[config.mk]
export PLATFORM = sky130hd
export DESIGN_NAME = issue_replay_buffer
export DESIGN_NICKNAME = d
export VERILOG_FILES = /design/src/rtl/issue_replay_buffer_pkg.sv /design/src/rtl/issue_replay_buffer_shifter.sv /design/src/rtl/issue_replay_buffer.sv
export SDC_FILE = /design/constraint.sdc
export NUM_CORES = 1
export LEC_CHECK = 0
export ABC_AREA = 1
export CAP_MARGIN = 5
export CORE_AREA = 2 2 363 365
export CTS_BUF_LIST = sky130_fd_sc_hd__clkbuf_4
export DETAILED_ROUTE_END_ITERATION = 7
export DIE_AREA = 0 0 365 367
export GPL_ROUTABILITY_DRIVEN = 0
export GPL_TIMING_DRIVEN = 0
export PLACE_DENSITY_LB_ADDON = 0.08
export SLEW_MARGIN = 20
export SYNTH_ARGS = -nofsm -noshare
export SYNTH_HDL_FRONTEND = slang
export SYNTH_HIERARCHICAL = 1
export SYNTH_SLANG_ARGS = --single-unit
[constraint.sdc]
create_clock -name clock -period 6.2 [get_ports clock]
set_input_delay 1.24 -clock clock [delete_from_list [all_inputs] [get_ports clock]]
set_output_delay 1.24 -clock clock [all_outputs]
set_load 0.03 [all_outputs]
[src/rtl/issue_replay_buffer_pkg.sv]
// Shared ID-stage types for the issue/replay buffer: the ID/EX packet,
// forwarding-select encoding, the NOP packet constant and small helpers.
`ifndef ISSUE_REPLAY_BUFFER_PKG_SV
`define ISSUE_REPLAY_BUFFER_PKG_SV

package issue_replay_buffer_pkg;

    // Issue width; fixed because rollback is encoded as 0..WAYS in 2 bits.
    localparam int WAYS           = 3;
    localparam int RB_W           = 2;
    localparam int DEFAULT_PERF_W = 32;

    // Operand source chosen by the hazard-detection unit.
    typedef enum logic [1:0] {
        RS_REGFILE = 2'd0,
        RS_EX_FWD  = 2'd1,
        RS_MEM_FWD = 2'd2,
        RS_WB_FWD  = 2'd3
    } RS_SELECT;

    typedef struct packed {
        logic        valid;
        logic [31:0] pc;
        logic [31:0] inst;
        logic [4:0]  rd;
        RS_SELECT    rs1_select;
        RS_SELECT    rs2_select;
    } ID_EX_PACKET;

    // Bubble: invalid way carrying a canonical addi x0,x0,0 encoding.
    localparam ID_EX_PACKET NOP_ID_EX_PACKET = '{
        valid:      1'b0,
        pc:         32'h0000_0000,
        inst:       32'h0000_0013,
        rd:         5'd0,
        rs1_select: RS_REGFILE,
        rs2_select: RS_REGFILE
    };

    // True when at least one way of a bundle holds a real instruction.
    function automatic logic any_valid(input ID_EX_PACKET bundle [WAYS]);
        logic found;
        found = 1'b0;
        for (int i = 0; i < WAYS; i++) begin
            found = found | bundle[i].valid;
        end
        return found;
    endfunction

endpackage

`endif

[src/rtl/issue_replay_buffer_shifter.sv]
// Combinational way selector: masks the annotated bundle down to the ways
// that may issue this cycle and packs the rolled-back ways into the lowest
// slots so they replay next cycle in their original order.
`ifndef ISSUE_REPLAY_BUFFER_SHIFTER_SV
`define ISSUE_REPLAY_BUFFER_SHIFTER_SV

module bundle_shifter
    import issue_replay_buffer_pkg::*;
(
    input  ID_EX_PACKET      det_bundle   [WAYS],
    input  ID_EX_PACKET      cur_bundle   [WAYS],
    input  logic [RB_W-1:0]  rollback,
    output ID_EX_PACKET      issue_bundle [WAYS],
    output ID_EX_PACKET      rem_bundle   [WAYS]
);

    // Issue the oldest WAYS-rollback ways; shift the youngest rollback ways down.
    always_comb begin
        // NOTE: every output gets a default first so no branch of the case
        // leaves one unassigned and infers a latch.
        for (int i = 0; i < WAYS; i++) begin
            issue_bundle[i] = NOP_ID_EX_PACKET;
            rem_bundle[i]   = NOP_ID_EX_PACKET;
        end
        case (rollback)
            2'd0: begin
                for (int i = 0; i < WAYS; i++) begin
                    issue_bundle[i] = det_bundle[i];
                end
            end
            2'd1: begin
                issue_bundle[0] = det_bundle[0];
                issue_bundle[1] = det_bundle[1];
                rem_bundle[0]   = cur_bundle[2];
            end
            2'd2: begin
                issue_bundle[0] = det_bundle[0];
                rem_bundle[0]   = cur_bundle[1];
                rem_bundle[1]   = cur_bundle[2];
            end
            default: begin
                // Full stall: nothing issues, the whole bundle is retained.
                for (int i = 0; i < WAYS; i++) begin
                    rem_bundle[i] = cur_bundle[i];
                end
            end
        endcase
    end

endmodule

`endif

[src/rtl/issue_replay_buffer.sv]
// Holds the decoded 3-way bundle in ID, issues the ways the hazard unit
// allows, replays the rolled-back remainder and back-pressures decode until
// the bundle has fully drained. Also counts replay cycles for perf.
`ifndef ISSUE_REPLAY_BUFFER_SV
`define ISSUE_REPLAY_BUFFER_SV

module issue_replay_buffer
    import issue_replay_buffer_pkg::*;
#(
    parameter int PERF_W = DEFAULT_PERF_W
) (
    input  logic              clock,
    input  logic              reset,
    input  ID_EX_PACKET       dec_packet   [WAYS],
    input  logic              dec_valid,
    output logic              dec_ready,
    input  logic              squash,
    output ID_EX_PACKET       cur_packet   [WAYS],
    input  ID_EX_PACKET       det_packet   [WAYS],
    input  logic [RB_W-1:0]   rollback,
    output ID_EX_PACKET       issue_packet [WAYS],
    output logic [PERF_W-1:0] replay_cycles
);

    ID_EX_PACKET cur_q [WAYS];
    ID_EX_PACKET rem   [WAYS];

    bundle_shifter u_shifter (
        .det_bundle   (det_packet),
        .cur_bundle   (cur_q),
        .rollback     (rollback),
        .issue_bundle (issue_packet),
        .rem_bundle   (rem)
    );

    assign cur_packet = cur_q;

    // Accept a new bundle only once nothing valid is left to replay.
    assign dec_ready = !squash && !any_valid(rem);

    // Bundle register and replay counter; reset > squash > accept > drain > replay.
    always_ff @(posedge clock) begin
        // NOTE: non-blocking assignments so every update here sees the
        // pre-edge values of cur_q and replay_cycles.
        if (reset) begin
            for (int i = 0; i < WAYS; i++) begin
                cur_q[i] <= NOP_ID_EX_PACKET;
            end
            replay_cycles <= '0;
        end else begin
            if (squash) begin
                for (int i = 0; i < WAYS; i++) begin
                    cur_q[i] <= NOP_ID_EX_PACKET;
                end
            end else if (dec_ready && dec_valid) begin
                cur_q <= dec_packet;
            end else if (dec_ready) begin
                for (int i = 0; i < WAYS; i++) begin
                    cur_q[i] <= NOP_ID_EX_PACKET;
                end
            end else begin
                cur_q <= rem;
            end

            if (!squash && (rollback != '0) && any_valid(cur_q)) begin
                replay_cycles <= replay_cycles + PERF_W'(1);
            end
        end
    end

endmodule

`endif

==> out/metrics.yaml <==
status: "complete, no violations"
maxCapViolCount: 0
tns_ns: 0
relSlewSlack_pct: 28.0
cts_tree: "yes"
place_area_sq_um: 25900
worstSetupStartpointType: "input pin"
crit_top_cell: "nand3_1"
drc_errors: 0
worstPathMaxFanout: 10
post-cts-setup-buffer-count: 0
worstSetupEndpointType: "output pin"
syn-num-nets: 2903
core_sq_um: 130000
p_per_area_nw_per_um2: 188
grt_pass1_vias: 20300
clk_path_buf_depth: 3
fin_hold_ws_ns: 0.529
die_h_microns: 367
worstMarginPinSlew_ns: 1.08
slew_violations: 0
areaGrowthSynthToFinish_pct: 88.4
finalHoldViolCount: 0
grt_max_degree: 16
layout-drive-gt1-share_pct: 8.59
fp.dieW_microns: 365
synth_seq_cells: 254
period_share_pct: 93.5
root_buffer: "clkbuf_4"
async_flop_share_pct: 0
firstDrtPassIters: 5
wl_per_cell_microns: 25.1
final_area_sq_um: 27200
min_path_type: "flip-flop to flip-flop"
layout_common_cells: "clkdlybuf4s50_1 (926), nand2_1 (728), nor2_1 (364)"
ios: 927
power_w: 0.00511
crit_type: "input pin to output pin"
grt_overflow: 0
clkSinkCount: 254
start_util_pct: 11.0
yosysUniqueCellTypes: 27
antenna_found_initial: 44
wirelength_microns: 133000
nets: 3924
ir_worst_vdd_uv: 102
drt_iter0_drc: 1127
final_antenna_net_count: 0
synth_top_flop_cell: "dfxtp_1"
grt_usage_pct: 19.1
rows: 133
syn_avg_cell_area_sq_um: 5.88
fin_util_pct: 20.8
cts_resized: 0
crit_slowest_cell: "clkdlybuf4s50_1"
dp_hpwl_microns: 107000
cts_buffers: 93
hold_buffers: 0
grt_pass1_wl_microns: 176000
grt_setup_unrepaired: "false"
cp_data_required_time_ns: 4.96
crit_chain: "clkdlybuf4s50_1, buf_4, buf_2, buf_2, nand3_1, nand3_1, nor2_1, nand3_1, inv_2, clkbuf_1, clkdlybuf4s50_1"
fin_crit_ns: 5.80
cpPeakStageDelay_ns: 0.78
synth_area_sq_um: 14400
arrival_ns: 4.56
fmax_mhz: 173
port_buffers: 926
die_area_sq_um: 134000
synth-edff-count: 0
routed-via-count: 19900
htree_levels: 3
setup_violations: 0
ys_seq_area_share_pct: 35.3
routed_via_density: 3.74
clock_latency_ns: 0.97
clk_pin_slew_worst_paths_ns: 0.05
finClkSkew_ns: 0.0736
layout_commonest_cell: "clkdlybuf4s50_1"
syn-instance-count: 2452
yosysWarningCount: 6
p_leak_nw: 10.7
==> stage by stage <==
step                      std cells  setup slack (ns)
after floorplan                2452              2.34
after global placement         5133             0.267
after detailed placement       5133             0.307
after CTS                      5304             0.302
after global routing           5311             0.117
final                          5315             0.404
==> worst max-delay path: cells and delay by family <==
| family | cells | cell delay, ns |
|---|---|---|
| buffers and inverters | 7 | 2.67 |
| AND/OR/NAND/NOR | 4 | 0.61 |
==> Yosys cell counts (2+ instances only) <==
cell type	count	area, sq um
nor2_1	364	1370
inv_1	332	1250
nor3_1	2	10.0
inv_2	7	26.3
nand2_1	728	2730
o21ai_0	10	50.1
nand2_2	3	18.8
buf_4	36	270
clkbuf_1	36	135
buf_2	80	400
or2_2	9	56.3
buf_6	3	33.8
nand3_1	318	1590
nor2_2	4	25.0
a21oi_1	225	1130
o22ai_1	9	56.3
buf_1	14	52.6
dfxtp_1	254	5080
nand4_1	10	62.6
==> state kept, by name, indices dropped and copies added (netlist names) <==
register and flops:
cur_packet 222, replay_cycles 32
==> path summary, 6_finish.rpt <==
path | start | to | slack (ns) | cells past startpoint
worst max-delay path | rollback[1] | dec_ready | 0.40 | 11
worst min-delay path | replay_cycles[0] | replay_cycles[0] | 0.53 | 2
worst min register to register | replay_cycles[0] | replay_cycles[0] | 0.53 | 2
worst max register to register | cur_packet[73] | cur_packet[141] | 3.63 | 11
==> report_power, final <==
| part | switching, W | internal (W) |
|---|---|---|
| logic | 0.000778 | 0.000525 |
| clock network | 0.00101 | 0.00111 |
| registers | 0.0000301 | 0.00166 |
==> layer usage <==
metal	global-route usage, %	up-vias	share of wire [%]
li1	-	9669	-
met1	21.8	9226	40
met2	34.4	739	50
met3	5.73	189	7.8
met4	4.86	52	2.5
met5	0	-	0.25
==> cell type report <==
| class | count | area, sq um |
|---|---|---|
| Tap cell | 1755 | 2200 |
| Antenna cell | 11 | 27.5 |
| Timing Repair Buffer | 926 | 9270 |
| Multi-Input combinational cell | 1689 | 7160 |
| Clock inverter | 18 | 97.6 |
| Buffer | 169 | 893 |
| Sequential cell | 254 | 5080 |
| Inverter | 340 | 1280 |
| Fill cell | 15100 | 103000 |
| Clock buffer | 153 | 1150 |
==> logic make-up after synthesis <==
kind of cell | Yosys count | share of synthesized area (%)
flip-flops | 254 | 35.3
buffers and inverters | 509 | 15.0
AND/OR/NAND/NOR | 1441 | 40.9
adder cells (fa/ha/maj) | 1 | 0.0868
AO/OA/AOI/OAI | 246 | 8.65
XOR/XNOR | 1 | 0.0608
No activity file was read; power rests on OpenSTA's default activity.
